==> src/rtl/serdes_frame_decryptor.sv <==
// Receive-side frame decryptor: hunts a sync word in an MSB-first bit stream, XOR-decrypts a
// fixed-length payload with per-byte key slices, checks a trailing checksum and buffers plaintext in a FWFT FIFO.
module serdes_frame_decryptor #(
  parameter logic [7:0] SYNC_WORD     = 8'hA5,
  parameter int         PAYLOAD_BYTES = 4,
  parameter int         FIFO_DEPTH    = 4
) (
  input  logic         clk,
  input  logic         rst_n,
  input  logic         ena,
  input  logic [127:0] key,
  input  logic         ser_valid,
  input  logic         ser_bit,
  output logic [7:0]   out_data,
  output logic         out_valid,
  input  logic         out_ready,
  output logic         frame_done,
  output logic         frame_err,
  output logic         overflow,
  output logic         busy
);

  localparam int            AW       = (FIFO_DEPTH > 1) ? $clog2(FIFO_DEPTH) : 1;
  localparam int            CW       = AW + 1;
  localparam logic [3:0]    LAST_IDX = 4'(PAYLOAD_BYTES - 1);
  localparam logic [3:0]    CHK_IDX  = 4'(PAYLOAD_BYTES);
  localparam logic [CW-1:0] FULL_CNT = CW'(FIFO_DEPTH);

  typedef enum logic [1:0] {
    HUNT    = 2'd0,
    PAYLOAD = 2'd1,
    CHECK   = 2'd2
  } state_t;

  function automatic logic [7:0] key_slice(input logic [127:0] k, input logic [3:0] idx);
    return k[{idx, 3'b000} +: 8];
  endfunction

  function automatic logic [3:0] fill_sat_inc(input logic [3:0] v);
    return (v >= 4'd8) ? 4'd8 : v + 4'd1;
  endfunction

  state_t      state_q, state_d;
  logic [6:0]  win_q, win_d;
  logic [3:0]  fill_q, fill_d;
  logic [2:0]  bit_cnt_q, bit_cnt_d;
  logic [3:0]  byte_idx_q, byte_idx_d;
  logic [7:0]  csum_q, csum_d;
  logic        done_q, done_d;
  logic        err_q, err_d;

  logic        bit_stb;
  logic [7:0]  cbyte;
  logic [7:0]  plain;
  logic [7:0]  rx;
  logic        byte_vld;
  logic [7:0]  byte_data;

  logic [7:0]    mem_q [FIFO_DEPTH];
  logic [AW-1:0] wr_ptr_q, rd_ptr_q;
  logic [CW-1:0] count_q;
  logic          ovf_q;
  logic          pop;
  logic          push_ok;

  assign bit_stb = ena & ser_valid;
  // Only the low seven window bits are ever needed: the eighth comes straight from ser_bit.
  assign cbyte   = {win_q, ser_bit};
  assign plain   = cbyte ^ key_slice(key, byte_idx_q);
  assign rx      = cbyte ^ key_slice(key, CHK_IDX);

  always_comb begin
    state_d    = state_q;
    win_d      = win_q;
    fill_d     = fill_q;
    bit_cnt_d  = bit_cnt_q;
    byte_idx_d = byte_idx_q;
    csum_d     = csum_q;
    done_d     = 1'b0;
    err_d      = 1'b0;
    byte_vld   = 1'b0;
    byte_data  = plain;
    if (bit_stb) begin
      win_d = cbyte[6:0];
      case (state_q)
        HUNT: begin
          fill_d = fill_sat_inc(fill_q);
          if ((fill_q >= 4'd7) && (cbyte == SYNC_WORD)) begin
            state_d    = PAYLOAD;
            bit_cnt_d  = 3'd0;
            byte_idx_d = 4'd0;
            csum_d     = 8'h00;
          end
        end
        PAYLOAD: begin
          bit_cnt_d = bit_cnt_q + 3'd1;
          if (bit_cnt_q == 3'd7) begin
            csum_d     = csum_q ^ plain;
            byte_vld   = 1'b1;
            byte_idx_d = byte_idx_q + 4'd1;
            if (byte_idx_q == LAST_IDX) begin
              state_d = CHECK;
            end
          end
        end
        CHECK: begin
          bit_cnt_d = bit_cnt_q + 3'd1;
          if (bit_cnt_q == 3'd7) begin
            done_d  = 1'b1;
            err_d   = (rx != csum_q);
            state_d = HUNT;
            fill_d  = 4'd0;
          end
        end
        default: begin
          state_d = HUNT;
          fill_d  = 4'd0;
        end
      endcase
    end
  end

  always_ff @(posedge clk) begin
    if (!rst_n) begin
      state_q    <= HUNT;
      win_q      <= 7'd0;
      fill_q     <= 4'd0;
      bit_cnt_q  <= 3'd0;
      byte_idx_q <= 4'd0;
      csum_q     <= 8'h00;
      done_q     <= 1'b0;
      err_q      <= 1'b0;
    end else begin
      state_q    <= state_d;
      win_q      <= win_d;
      fill_q     <= fill_d;
      bit_cnt_q  <= bit_cnt_d;
      byte_idx_q <= byte_idx_d;
      csum_q     <= csum_d;
      done_q     <= done_d;
      err_q      <= err_d;
    end
  end

  // Output FIFO: a push into a full FIFO is still accepted when the head leaves on the same edge.
  assign pop     = out_valid & out_ready;
  assign push_ok = byte_vld & ((count_q < FULL_CNT) | pop);

  always_ff @(posedge clk) begin
    if (!rst_n) begin
      wr_ptr_q <= '0;
      rd_ptr_q <= '0;
      count_q  <= '0;
      ovf_q    <= 1'b0;
    end else begin
      if (push_ok) begin
        wr_ptr_q <= wr_ptr_q + AW'(1);
      end
      if (pop) begin
        rd_ptr_q <= rd_ptr_q + AW'(1);
      end
      case ({push_ok, pop})
        2'b10:   count_q <= count_q + CW'(1);
        2'b01:   count_q <= count_q - CW'(1);
        default: count_q <= count_q;
      endcase
      if (byte_vld && !push_ok) begin
        ovf_q <= 1'b1;
      end
    end
  end

  always_ff @(posedge clk) begin
    if (push_ok) begin
      mem_q[wr_ptr_q] <= byte_data;
    end
  end

  assign out_valid  = (count_q != '0);
  assign out_data   = out_valid ? mem_q[rd_ptr_q] : 8'h00;
  assign frame_done = done_q;
  assign frame_err  = err_q;
  assign overflow   = ovf_q;
  assign busy       = (state_q != HUNT);

endmodule

==> config.mk <==
export PLATFORM = sky130hd
export DESIGN_NAME = serdes_frame_decryptor
export DESIGN_NICKNAME = d
export VERILOG_FILES = /design/src/rtl/serdes_frame_decryptor.sv
export SDC_FILE = /design/constraint.sdc
export NUM_CORES = 1
export LEC_CHECK = 0
export CAP_MARGIN = 30
export CELL_PAD_IN_SITES_DETAIL_PLACEMENT = 1
export CELL_PAD_IN_SITES_GLOBAL_PLACEMENT = 1
export CORE_MARGIN = 2
export CORE_UTILIZATION = 36
export CTS_CLUSTER_DIAMETER = 200
export DETAILED_ROUTE_END_ITERATION = 6
export PLACE_DENSITY = 0.8
export SETUP_SLACK_MARGIN = 0.05
export SLEW_MARGIN = 15
export SYNTH_ARGS = -nofsm -noshare
export SYNTH_HDL_FRONTEND = slang
export SYNTH_SLANG_ARGS = --single-unit
==> constraint.sdc <==
create_clock -name clk -period 3.24 [get_ports clk]
set_clock_uncertainty 0.15 [all_clocks]
set_input_delay 0.648 -clock clk [delete_from_list [all_inputs] [get_ports clk]]
set_output_delay 0.648 -clock clk [all_outputs]
set_load 0.005 [all_outputs]
==> reports/qor.txt <==
Status - completed
Vias per inst - 5.16
Post-CTS Setup Bufs - 0
Fin util - 52.3%
Post-DP HPWL - 11.0 mm
Fin. Hold Viols - 0
Largest net degree at the start of global routing - 29
Most common cell after layout, fill and taps aside - clkdlybuf4s50_1
NumNets Final - 701
Setup-failing EPs final - 0
Clock root buffer - clkbuf_16
DRC errors left - 0
Total clock sinks - 72
Total Routing Usage GR - 21.6%
CTS resizes - 0
Worst slack, placed - 319 ps
Worst path cell trace - mux4_2 -> and2_1 -> clkdlybuf4s50_1
Hold crit path type - register to register
Fillers - 1346
Post-synth EDFFs - 32
Worst Setup End Kind - primary output
Layout area overhead - 42.3%
Ys flop type - dfxtp_1
Routability Congestion - 0.838
R2R depth - 11
Max Slew Vio Count - 0
Crit path max fanout - 8
Mapped Area - 4620 µm²
Reg area - 1760 µm²
Crit path required time - 2440 ps
Via count - 3761
DRT Pass-1 Iters - 4
Multi-input logic area - 2630 µm²
CP top delay family - flip-flops
Post-route setup TNS - 0 ps
Core area - 12600 µm²
Share of cells above drive strength 1 - 16.0%
Post-Syn Nets - 567
Mapped Cells - 418
Stages on worst setup path - 3
Max Root-Sink Buffers - 2
Synth cell types - 42
Worst-path clk slew - 60 ps
Slew HR - 52.3%
Largest stage delay on the critical path - 690 ps
CP bufs+invs - 1
Worst setup path class - register to primary output
Iter 0 DRT Violations - 108
Total Wirelength - 14.1 mm
Diodes inserted - 0
Die area - 13700 µm²
Die width - 117 µm
Row count - 41
Post-route ant nets - 0
I/O Pins - 147
CTS buffer count - 9
Hold-fix buffers, CTS - 0
Startpoint Class - register
Power Density - 363 nW/µm²
First-pass GRT wire length - 22.3 mm
Slew of the pin with the lowest slew margin - 715 ps
Port bufs - 146
Sequential share of the synthesized area - 38.1%
H-tree Lvls - 3
Drt wl/cell - 19.4 µm
Fin crit period - 3020 ps
Starting Density - 36.7%
Worst hold path stage count - 2
Final period utilization - 93.1%
Synth warnings - 0
Avg Cell Area, Syn - 11.0 µm²
Worst-Skew Late Latency - 330 ps
Asr flop ratio synth - 0%
CTS tree - built
Gr ovfl total - 0
# Max-Cap Violations - 0
Antenna violations before repair - 0
Commonest non-fill, non-tap cells in the layout - clkdlybuf4s50_1, dfxtp_1, mux2_2, edfxtp_1, nand2_1
CP max-delay cell - dfxtp_1
Die height - 117 µm
Fmax achieved - 332 MHz
Flops & latches, synth - 72
Worst setup margin - 225 ps
RSZ-0062 raised after global routing - no
Worst endpoint data arrival time - 2220 ps
Static Leak - 0.00219 µW
Vias in the first global route - 4200
Peak supply drop - 218 µV
area by class of cell:
type / instances / area share (%)
clock buffer: 10 / 3.48
clock inverter: 6 / 1.75
inverter: 17 / 0.971
multi-input combinational: 296 / 39.9
sequential: 72 / 26.8
tap: 172 / 3.27
timing repair buffer: 156 / 23.8
stage by stage:
stage	cells	total power (µW)	hold WS, ps	cell area [µm²]
after floorplan	418	1070	286	4620
after global placement	713	1250	294	6230
after detailed placement	713	1260	314	6230
after CTS	729	2400	327	6570
after global routing	729	2460	347	6570
final	729	2380	320	6570
flip-flops by register name (all words and copies together) (netlist names), named ones only:
signal / cells
frame_done: 1
state_q: 2
count_q: 3
win_q: 7
byte_idx_q: 4
bit_cnt_q: 3
overflow: 1
frame_err: 1
mem_q: 32
csum_q: 8
fill_q: 4
wr_ptr_q: 2
rd_ptr_q: 2
cells by family (layout without fill, tap and decap cells):
kind of cell	count (synthesis)	after routing	share of synthesized area, %
compound gates	51	51	7.91
xor+xnor	32	32	6.07
fa+ha+maj	15	15	4.23
buf+inv	50	189	5.01
flops	72	72	38.1
mux	83	83	25.4
simple gates	115	115	13.3
worst min-delay path: stages, from the launching register on:
cell and delay (ps):
dfxtp_1 320, nor2_1 50, nor2_1 60
final timing paths:
check,startpoint,to,slack [ps]
worst max-delay path,register,out_data[7],220
worst min-delay path,overflow,overflow,320
worst max register to register,bit_cnt_q[0],count_q[2],690
worst min register to register,overflow,overflow,320
where the power goes:
group          switching [µW]  internal [µW]  total [µW]
clock                     384            758        1140
combinational            90.9            196         286
sequential               4.05            951         955
total                     479           1900        2380
metal layers:
metal	wire length, µm	part of all wire [%]	up-vias	GRT usage [%]
met5	0	0	-	0
met1	5690	40	1853	25.6
met3	544	3.8	28	4.43
met2	7550	53	87	39.2
met4	349	2.5	0	6.90
li1	-	-	1793	-
cells in the mapped netlist, types with 3 or more instances:
library cell | n | share of area (%)
o221ai_1 | 9 | 1.7
nand3b_1 | 8 | 1.3
buf_6 | 3 | 0.73
dfxtp_1 | 40 | 17
mux2_2 | 32 | 7.8
mux2i_1 | 27 | 5.9
edfxtp_1 | 32 | 21
xor2_1 | 11 | 2.1
a21oi_1 | 18 | 2.0
clkbuf_1 | 14 | 1.1
nand3_1 | 12 | 1.3
ha_1 | 14 | 3.8
nand4_1 | 4 | 0.54
xnor2_1 | 21 | 4.0
and2_1 | 17 | 2.3
nand2_1 | 30 | 2.4
buf_2 | 14 | 1.5
inv_1 | 16 | 1.3
nand2b_1 | 12 | 1.6
nor2_1 | 17 | 1.4
mux4_2 | 24 | 12
o22ai_1 | 16 | 2.2
Power figures use the tool's default switching activity.
